===== src/rtl/wb_sdram_arbiter.sv =====
// rtl/wb_sdram_arbiter.sv - two-master (CPU/DMA) round-robin Wishbone arbiter for the SDRAM slave port
// Optional ARB_TIMEOUT_EN adds a slave-ack watchdog that aborts with 32'hDEAD_BEEF.
module wb_sdram_arbiter #(
    parameter logic [7:0] ADDR_BASE = 8'h38,
    parameter int         MAX_HOLD  = 4,
    parameter int         TIMEOUT   = 255
) (
    input  logic        wb_clk_i,
    input  logic        wb_rst_i,
    input  logic        cpu_cyc_i,
    input  logic        cpu_stb_i,
    input  logic        cpu_we_i,
    input  logic [3:0]  cpu_sel_i,
    input  logic [31:0] cpu_adr_i,
    input  logic [31:0] cpu_dat_i,
    output logic        cpu_ack_o,
    output logic [31:0] cpu_dat_o,
    input  logic        dma_cyc_i,
    input  logic        dma_stb_i,
    input  logic        dma_we_i,
    input  logic [3:0]  dma_sel_i,
    input  logic [31:0] dma_adr_i,
    input  logic [31:0] dma_dat_i,
    output logic        dma_ack_o,
    output logic [31:0] dma_dat_o,
    output logic        s_cyc_o,
    output logic        s_stb_o,
    output logic        s_we_o,
    output logic [3:0]  s_sel_o,
    output logic [31:0] s_adr_o,
    output logic [31:0] s_dat_o,
    input  logic        s_ack_i,
    input  logic [31:0] s_dat_i,
    output logic [1:0]  grant_o,
    output logic        timeout_o
);

    localparam int              HW        = (MAX_HOLD < 1) ? 1 : $clog2(MAX_HOLD + 1);
    localparam logic [HW-1:0]   HOLD_ONE  = HW'(1);
    localparam logic [HW-1:0]   HOLD_MAX  = HW'(MAX_HOLD);
    localparam logic [HW-1:0]   HOLD_LAST = HW'(MAX_HOLD - 1);
    localparam logic [31:0]     ABORT_DAT = 32'hDEAD_BEEF;

    if (MAX_HOLD < 1 || TIMEOUT < 1 || TIMEOUT > 255) begin : g_bad_params
        $error("wb_sdram_arbiter: MAX_HOLD must be >= 1 and TIMEOUT in 1..255");
    end

    typedef enum logic [1:0] {
        ST_IDLE  = 2'd0,
        ST_G_CPU = 2'd1,
        ST_G_DMA = 2'd2
    } state_t;

    state_t          r_state;
    logic            r_last_dma;
    logic [HW-1:0]   r_hold;

    logic w_cpu_req;
    logic w_dma_req;
    logic w_g_cpu;
    logic w_g_dma;
    logic w_own_cyc;
    logic w_own_req;
    logic w_other_req;
    logic w_timeout;

    assign w_cpu_req = cpu_cyc_i & cpu_stb_i & (cpu_adr_i[31:24] == ADDR_BASE);
    assign w_dma_req = dma_cyc_i & dma_stb_i;
    assign w_g_cpu   = (r_state == ST_G_CPU);
    assign w_g_dma   = (r_state == ST_G_DMA);

    // Per-owner view of the granted master so the FSM logic is written once.
    assign w_own_cyc   = w_g_dma ? dma_cyc_i : cpu_cyc_i;
    assign w_own_req   = w_g_dma ? w_dma_req : w_cpu_req;
    assign w_other_req = w_g_dma ? w_cpu_req : w_dma_req;

`ifdef ARB_TIMEOUT_EN
    localparam logic [7:0] TO_LIMIT = 8'(TIMEOUT);
    logic [7:0] r_wait;
    assign w_timeout = (w_g_cpu | w_g_dma) & (r_wait == TO_LIMIT);
`else
    assign w_timeout = 1'b0;
`endif

    always_comb begin
        s_cyc_o = 1'b0;
        s_stb_o = 1'b0;
        s_we_o  = 1'b0;
        s_sel_o = 4'h0;
        s_adr_o = 32'h0;
        s_dat_o = 32'h0;
        if (w_g_cpu) begin
            s_cyc_o = cpu_cyc_i & ~w_timeout;
            s_stb_o = cpu_stb_i & ~w_timeout;
            s_we_o  = cpu_we_i;
            s_sel_o = cpu_sel_i;
            s_adr_o = cpu_adr_i;
            s_dat_o = cpu_dat_i;
        end else if (w_g_dma) begin
            s_cyc_o = dma_cyc_i & ~w_timeout;
            s_stb_o = dma_stb_i & ~w_timeout;
            s_we_o  = dma_we_i;
            s_sel_o = dma_sel_i;
            s_adr_o = dma_adr_i;
            s_dat_o = dma_dat_i;
        end
    end

    // An ack is only forwarded while the granted master still holds cyc.
    assign cpu_ack_o = w_g_cpu & (w_timeout | (s_ack_i & cpu_cyc_i));
    assign dma_ack_o = w_g_dma & (w_timeout | (s_ack_i & dma_cyc_i));
    assign cpu_dat_o = w_g_cpu ? (w_timeout ? ABORT_DAT : s_dat_i) : 32'h0;
    assign dma_dat_o = w_g_dma ? (w_timeout ? ABORT_DAT : s_dat_i) : 32'h0;
    assign grant_o   = {w_g_dma, w_g_cpu};
    assign timeout_o = w_timeout;

    always_ff @(posedge wb_clk_i or posedge wb_rst_i) begin
        if (wb_rst_i) begin
            r_state    <= ST_IDLE;
            r_last_dma <= 1'b1;
            r_hold     <= '0;
`ifdef ARB_TIMEOUT_EN
            r_wait     <= 8'h0;
`endif
        end else begin
            case (r_state)
                ST_IDLE: begin
                    r_hold <= '0;
`ifdef ARB_TIMEOUT_EN
                    r_wait <= 8'h0;
`endif
                    if (w_cpu_req && w_dma_req) begin
                        r_state <= r_last_dma ? ST_G_CPU : ST_G_DMA;
                    end else if (w_cpu_req) begin
                        r_state <= ST_G_CPU;
                    end else if (w_dma_req) begin
                        r_state <= ST_G_DMA;
                    end
                end
                ST_G_CPU, ST_G_DMA: begin
                    if (!w_own_cyc || w_timeout) begin
                        r_state    <= ST_IDLE;
                        r_last_dma <= w_g_dma;
                        r_hold     <= '0;
                    end else if (s_ack_i) begin
`ifdef ARB_TIMEOUT_EN
                        r_wait <= 8'h0;
`endif
                        // Keep the bus only while fairness allows another beat.
                        if (w_own_req && (!w_other_req || (r_hold < HOLD_LAST))) begin
                            if (r_hold < HOLD_MAX) begin
                                r_hold <= r_hold + HOLD_ONE;
                            end
                        end else begin
                            r_state    <= ST_IDLE;
                            r_last_dma <= w_g_dma;
                            r_hold     <= '0;
                        end
                    end else begin
`ifdef ARB_TIMEOUT_EN
                        r_wait <= r_wait + 8'h1;
`endif
                    end
                end
                default: begin
                    r_state <= ST_IDLE;
                    r_hold  <= '0;
                end
            endcase
        end
    end

endmodule


===== config.mk =====
export PLATFORM = sky130hd
export DESIGN_NAME = wb_sdram_arbiter
export DESIGN_NICKNAME = d
export VERILOG_FILES = /design/src/rtl/wb_sdram_arbiter.sv
export SDC_FILE = /design/constraint.sdc
export NUM_CORES = 1
export LEC_CHECK = 0
export CAP_MARGIN = 25
export CORE_AREA = 4 4 123 125
export CTS_BUF_LIST = sky130_fd_sc_hd__clkbuf_2
export DETAILED_ROUTE_END_ITERATION = 10
export DIE_AREA = 0 0 127 129
export GPL_ROUTABILITY_DRIVEN = 0
export SYNTH_ARGS = -nofsm -noshare
export SYNTH_HDL_FRONTEND = slang
export SYNTH_SLANG_ARGS = --single-unit

===== constraint.sdc =====
create_clock -name wb_clk_i -period 4.45 [get_ports wb_clk_i]
set_clock_uncertainty 0.1 [all_clocks]
set_input_delay 0.89 -clock wb_clk_i [delete_from_list [all_inputs] [get_ports wb_clk_i]]
set_output_delay 0.89 -clock wb_clk_i [all_outputs]
set_load 0.005 [all_outputs]

==> results of run 1 <==
-- synthesized netlist by cell type, drive strengths merged --
library cell / count
a21o: 1
a21oi: 2
a22o: 69
a31o: 1
a31oi: 2
a32o: 1
and2: 64
and2b: 1
and3: 3
and4bb: 2
buf: 11
clkbuf: 16
conb: 1
dfrtp: 5
dfstp: 1
ha: 4
inv: 4
mux2: 1
mux2i: 2
nand2: 9
nand2b: 1
nand3: 4
nand4: 1
nor2: 3
nor2b: 2
nor3: 2
o21ai: 3
o221a: 1
o2bb2ai: 1
-- metal layers --
layer,share of wire,vias to the layer above,wire length (µm),global-route usage
met5,0,-,0,0
met4,0.020,0,259,0.0391
met3,0.11,18,1380,0.0498
met2,0.51,203,6440,0.251
met1,0.37,1325,4650,0.154
li1,-,1400,-,-
-- area by class of cell --
type	instances	area (µm²)	share of cell area
multi-input combinational	181	1400	0.280
antenna	1	2.50	0.000501
timing repair buffer	318	3190	0.638
inverter	4	15.0	0.00300
clock buffer	4	20.0	0.00400
tap	180	225	0.0450
sequential	6	151	0.0303
-- sequential cells by signal, indices dropped and copies added, names as in the netlist --
name,count
r_state,2
r_last_dma,1
r_hold,3
-- final timing paths --
path	cells past startpoint	start	end	slack, ns
max	5	r_state[1]	s_adr_o[29]	0.78
min	2	r_hold[1]	r_hold[1]	0.49
max reg2reg	8	r_state[0]	r_state[1]	2.28
min reg2reg	2	r_hold[1]	r_hold[1]	0.49
max in group asynchronous	2	wb_rst_i	r_last_dma	3.17
min in group asynchronous	2	wb_rst_i	r_hold[2]	0.79
-- metrics by stage --
| stage | utilization | hold slack, ns | total power [mW] |
|---|---|---|---|
| 2_1_floorplan | - | 0.432 | 0.571 |
| 5_1_grt | 0.360 | 0.525 | 1.52 |
| 4_1_cts | 0.360 | 0.490 | 1.44 |
| 3_3_place_gp | 0.359 | 0.464 | 1.38 |
| 3_5_place_dp | 0.359 | 0.482 | 1.38 |
| 6_report | 0.360 | 0.492 | 1.42 |
-- cells by family after synthesis --
kind of cell / synth area share
buffers and inverters: 0.0833
multiplexers: 0.0210
AO/OA/AOI/OAI: 0.433
other: 0.00225
adder cells (fa/ha/maj): 0.0300
flip-flops: 0.0908
AND/OR/NAND/NOR: 0.340
-- cell usage in the layout (no fill, tap or decap), types with 3 or more instances in the layout --
cell type	synthesis	final
dfrtp_1	5	5
clkbuf_2	0	4
ha_1	4	3
o21ai_0	3	3
inv_1	4	4
and2_1	64	64
nand3_1	3	3
nor2_1	3	3
clkdlybuf4s50_1	0	315
nand2_1	8	8
a22o_1	69	69
-- worst register-to-register path: stages (launching register included) --
cell and delay, ns:
dfrtp_1 0.43, inv_1 0.11, ha_1 0.19, buf_4 0.35, nand2b_1 0.21, a21oi_4 0.11
a32o_1 0.22, a21oi_2 0.16, mux2i_1 0.20
-- power groups by stage --
stage | Combinational [mW] | Clock (mW) | Sequential, mW
4_1_cts | 1.31 | 0.0508 | 0.0762
2_1_floorplan | 0.495 | 0 | 0.0755
3_3_place_gp | 1.30 | 0 | 0.0771
6_report | 1.29 | 0.0501 | 0.0764
5_1_grt | 1.39 | 0.0531 | 0.0788
3_5_place_dp | 1.30 | 0 | 0.0776
==> metrics.cfg, run 1 <==
[sta]
period_share=0.824
worst_slew_pin_slew_ns=0.617
fin_setup_tns_ns=0
setup_viol_count_final=0
slew_headroom=0.589
rsz0062_at_grt=no
fmax_mhz=273
layout_min_cycle_time_ns=3.67
hold_viol=0
maxSlewViolCount=0
fin_ws_ns=0.782

[final_layout]
fill_cells=1413
final_cells=694
nNetsFinal=695
drive_gt1_frac=0.0409
syn2layout_area_growth_pct=200
fin_area_um2=5000

[worst_hold_path]
hp-class=register to register

[clocking]
clk_pin_slew_ns=0.09
cts_sinks=6
cts-buffers-inserted=3
clock_latency_ns=0.25
cts_setup_buffers=0
cts_buffer_depth=2
ctsHtreeMaxLevel=1
root_buffer=clkbuf_2
cts_resized=0
cts_hold_buf=0
cts_tree=done

[floorplan]
core_um2=13900
ioPinCount=317
die_w_um=127
die_h_um=129
rows=43
start_util=0.120
die-area_um2=16400

[critical_path]
crit_required_ns=3.46
start_kind=register
critPathTopFamily=buffers and inverters
crit_arrival_ns=2.68
path_max_fanout=62
cp_cell_sequence=inv_1 > ha_4 > buf_4 > a22o_1 > clkdlybuf4s50_1
critPathMaxStageDelay_ns=0.56
critPathBufInv=3
endpoint_kind=output pin
slowest_stage=clkdlybuf4s50_1
crit_type=register to output pin

[synth]
yosysWarnings=0
syn_inst=218
syn_area_um2=1670
syn_avg_cell_area_um2=7.65
netlist.area_leader.share=0.362
synth_top_area_cell=a22o_1
synth_cell_types=36
synth_area_leaders=a22o_1 (36%), and2_1 (24%), dfrtp_1 (7.5%)
syn_nets=399
synth_seq_cells=6
seq_area_frac_synth=0.0908

[pwr]
ir_drop_mv=0.162
comb_power_share=0.911
p_clk_frac=0.035
intPower_mw=0.908
p_seq_frac=0.054
powerDensity_nw_per_um2=283
swShare=0.359
power_switching_mw=0.509
p_leak_nw=1.97

[global_route]
grt_pass1_wl_um=18000
grt_overflow=0
grt_use_total=0.139
first_global_vias=3203
antenna_found_initial=0
grt_max_degree=63

[routing]
drtPass1Iterations=4
via_per_inst=4.24
routedWlPerCell_um=18.3
routed_wl_um=12700
postRouteAntennaNets=0
routed-via-count=2946
drt_iter0_drc=140
drc=0

[placement]
dp_hpwl_um=10800
place_area_um2=4980
io_buffers=315
place_ws_ns=1.03
dp.cells=689

[outcome]
status=completed

[flow_run]
max-cap-violations=0

No activity file was read; power rests on OpenSTA's default activity.
==> run 2, diff against run 1 <==
CORE_AREA = 4 4 121 123   (was 4 4 123 125)
DIE_AREA = 0 0 125 127   (was 0 0 127 129)
clock period = 3.4 ns   (was 4.45 ns; I/O delays follow)
==> run 2 against run 1 <==
Clock-buffer cell count did not move. Cell count did not move. Design area rose by 0.38%. Highest routed layer unchanged.
==> metrics.cfg, run 2 (synthesized netlist as in run 1, its figures left out) <==
[routing]
routed-via-count=2937  ; was 2946
drc=0  ; unchanged
via_per_inst=4.23  ; was 4.24
postRouteAntennaNets=0  ; unchanged
drt_iter0_drc=124  ; was 140
drtPass1Iterations=4  ; unchanged
routed_wl_um=12500  ; was 12700 µm
routedWlPerCell_um=17.9  ; was 18.3 µm

[floorplan]
ioPinCount=317  ; unchanged
start_util=0.122  ; was 0.120
rows=43  ; unchanged
core_um2=13700  ; was 13900 µm²
die-area_um2=15900  ; was 16400 µm²
die_h_um=127  ; was 129 µm
die_w_um=125  ; was 127 µm

[critical_path]
crit_type=register to output pin  ; unchanged
path_max_fanout=41  ; was 62
critPathBufInv=3  ; unchanged
endpoint=s_dat_o[5]  ; was s_adr_o[29]
crit_arrival_ns=2.42  ; was 2.68 ns
cp.depth=6  ; was 5
cp_cell_sequence=inv_1 > ha_1 > nor2b_4 > buf_12 > a22o_1 > clkdlybuf4s50_1  ; was inv_1 > ha_4 > buf_4 > a22o_1 > clkdlybuf4s50_1
reg2reg_depth=8  ; unchanged
critPathMaxStageDelay_ns=0.52  ; was 0.56 ns
critPathTopFamily=buffers and inverters  ; unchanged
start_kind=register  ; unchanged
r2r_setup_slack_ns=1.23  ; was 2.28 ns
slowest_stage=clkdlybuf4s50_1  ; unchanged
crit_required_ns=2.62  ; was 3.46 ns
endpoint_kind=output pin  ; unchanged
reg2reg_to=r_state[1]  ; unchanged
r2r-start=r_state[0]  ; unchanged
cp-startpoint=r_state[0]  ; was r_state[1]

[worst_hold_path]
hp-class=register to register  ; unchanged

[clocking]
ctsHtreeMaxLevel=1  ; unchanged
clock_latency_ns=0.23  ; was 0.25 ns
clk_pin_slew_ns=0.08  ; was 0.09 ns
cts_hold_buf=0  ; unchanged
cts-buffers-inserted=3  ; unchanged
cts_sinks=6  ; unchanged
root_buffer=clkbuf_2  ; unchanged
cts_tree=done  ; unchanged
cts_buffer_depth=2  ; unchanged

[sta]
maxSlewViolCount=0  ; unchanged
slew_headroom=0.571  ; was 0.589
hold_viol=0  ; unchanged
fmax_mhz=313
period_share=0.940
setup_viol_count_final=0  ; unchanged
rsz0062_at_grt=no  ; unchanged
fin_setup_tns_ns=0  ; unchanged
layout_min_cycle_time_ns=3.20
worst_slew_pin_slew_ns=0.641  ; was 0.617 ns

[final_layout]
mostFrequentLayoutCell=clkdlybuf4s50_1  ; unchanged
antenna_cells=0  ; was 1
top_regs=r_hold (3), r_state (2), r_last_dma (1)  ; unchanged
mostFrequentLayoutCells=clkdlybuf4s50_1 (315), a22o_1 (69), and2_1 (64), nand2_1 (8), dfrtp_1 (5)  ; unchanged
final_cells=694  ; unchanged
drive_gt1_frac=0.0428  ; was 0.0409
nNetsFinal=696  ; was 695
largest_reg_flops=3  ; unchanged
syn2layout_area_growth_pct=201  ; was 200%
largest-register=r_hold  ; unchanged
fin_area_um2=5020  ; was 5000 µm²

[pwr]
ir_drop_mv=0.158  ; was 0.162 mV
powerDensity_nw_per_um2=371  ; was 283 nW/µm²
p_leak_nw=1.98  ; was 1.97 nW

[flow_run]
max-cap-violations=0  ; unchanged

[global_route]
first_global_vias=3157  ; was 3203
grt_overflow=0  ; unchanged
antenna_found_initial=0  ; unchanged
grt_max_degree=108  ; was 63
grt_pass1_wl_um=18000  ; about the same
grt_use_total=0.140  ; was 0.139

[placement]
place_area_um2=4990  ; was 4980 µm²
dp.cells=689  ; unchanged
dp_hpwl_um=10300  ; was 10800 µm
io_buffers=315  ; unchanged

[outcome]
status=completed  ; unchanged

[run 2: cell types whose count changed in the layout (fill, tap and decap cells not counted), sizes merged]
cell   before  now
nor2b       2    3
diode       1    0
[run 2: timing repair]
item | 4_1_cts | 5_1_grt
endpoints found under the setup margin | 0 | 41
buffers inserted | 0 | 0
resized for setup | 0 | 0
[run 2: layout make-up]
class / count / area (µm²)
fill: 1384 / 8650
timing repair buffer: 318 / 3200
multi-input combinational: 182 / 1410
tap: 180 / 225
sequential: 6 / 151
clock buffer: 4 / 20.0
inverter: 4 / 15.0
[run 2: worst min path at each step]
stage,startpoint,slack [ns],cells after the start,to
finish,r_hold[1],0.49,2,r_hold[1]
global route,r_hold[1],0.52,2,r_hold[1]
CTS,r_hold[1],0.49,2,r_hold[1]
detailed placement,r_hold[1],0.48,2,r_hold[1]
global placement,r_hold[1],0.47,2,r_hold[1]
floorplan,wb_rst_i,0.37,1,r_hold[0]
[run 2: layer usage]
layer  part of all wire  track usage  vias up  wire, µm
met5                  0            0        -         0
met4             0.0071       0.0210        0        89
met3              0.084       0.0393        4      1050
met2               0.52        0.259      185      6440
met1               0.39        0.163     1350      4870
li1                   -            -     1398         -
[run 2: where the power goes]
part           internal (mW)  switching [mW]  total (mW)  leakage (nW)
combinational           1.07           0.628        1.70          1.88
sequential            0.0907         0.00982       0.101        0.0779
clock                 0.0313          0.0308      0.0620        0.0166
[run 2: stage by stage]
stage / utilization / power, mW / worst slack, ns / hold WS, ns
final: 0.367 / 1.86 / 0.203 / 0.488
after floorplan: - / 0.747 / 1.09 / 0.370
after CTS: 0.367 / 1.88 / 0.0208 / 0.488
after detailed placement: 0.365 / 1.80 / 0.293 / 0.478
after global placement: 0.365 / 1.79 / 0.335 / 0.468
after global routing: 0.367 / 1.99 / 0.0452 / 0.517
[run 2: worst register-to-register path, delay by kind of cell, from the launching register on]
kind	cells	cell delay (ns)
adder cells (fa/ha/maj)	1	0.22
multiplexers	1	0.21
flip-flops	1	0.42
AND/OR/NAND/NOR	1	0.22
AO/OA/AOI/OAI	3	0.50
buffers and inverters	2	0.43
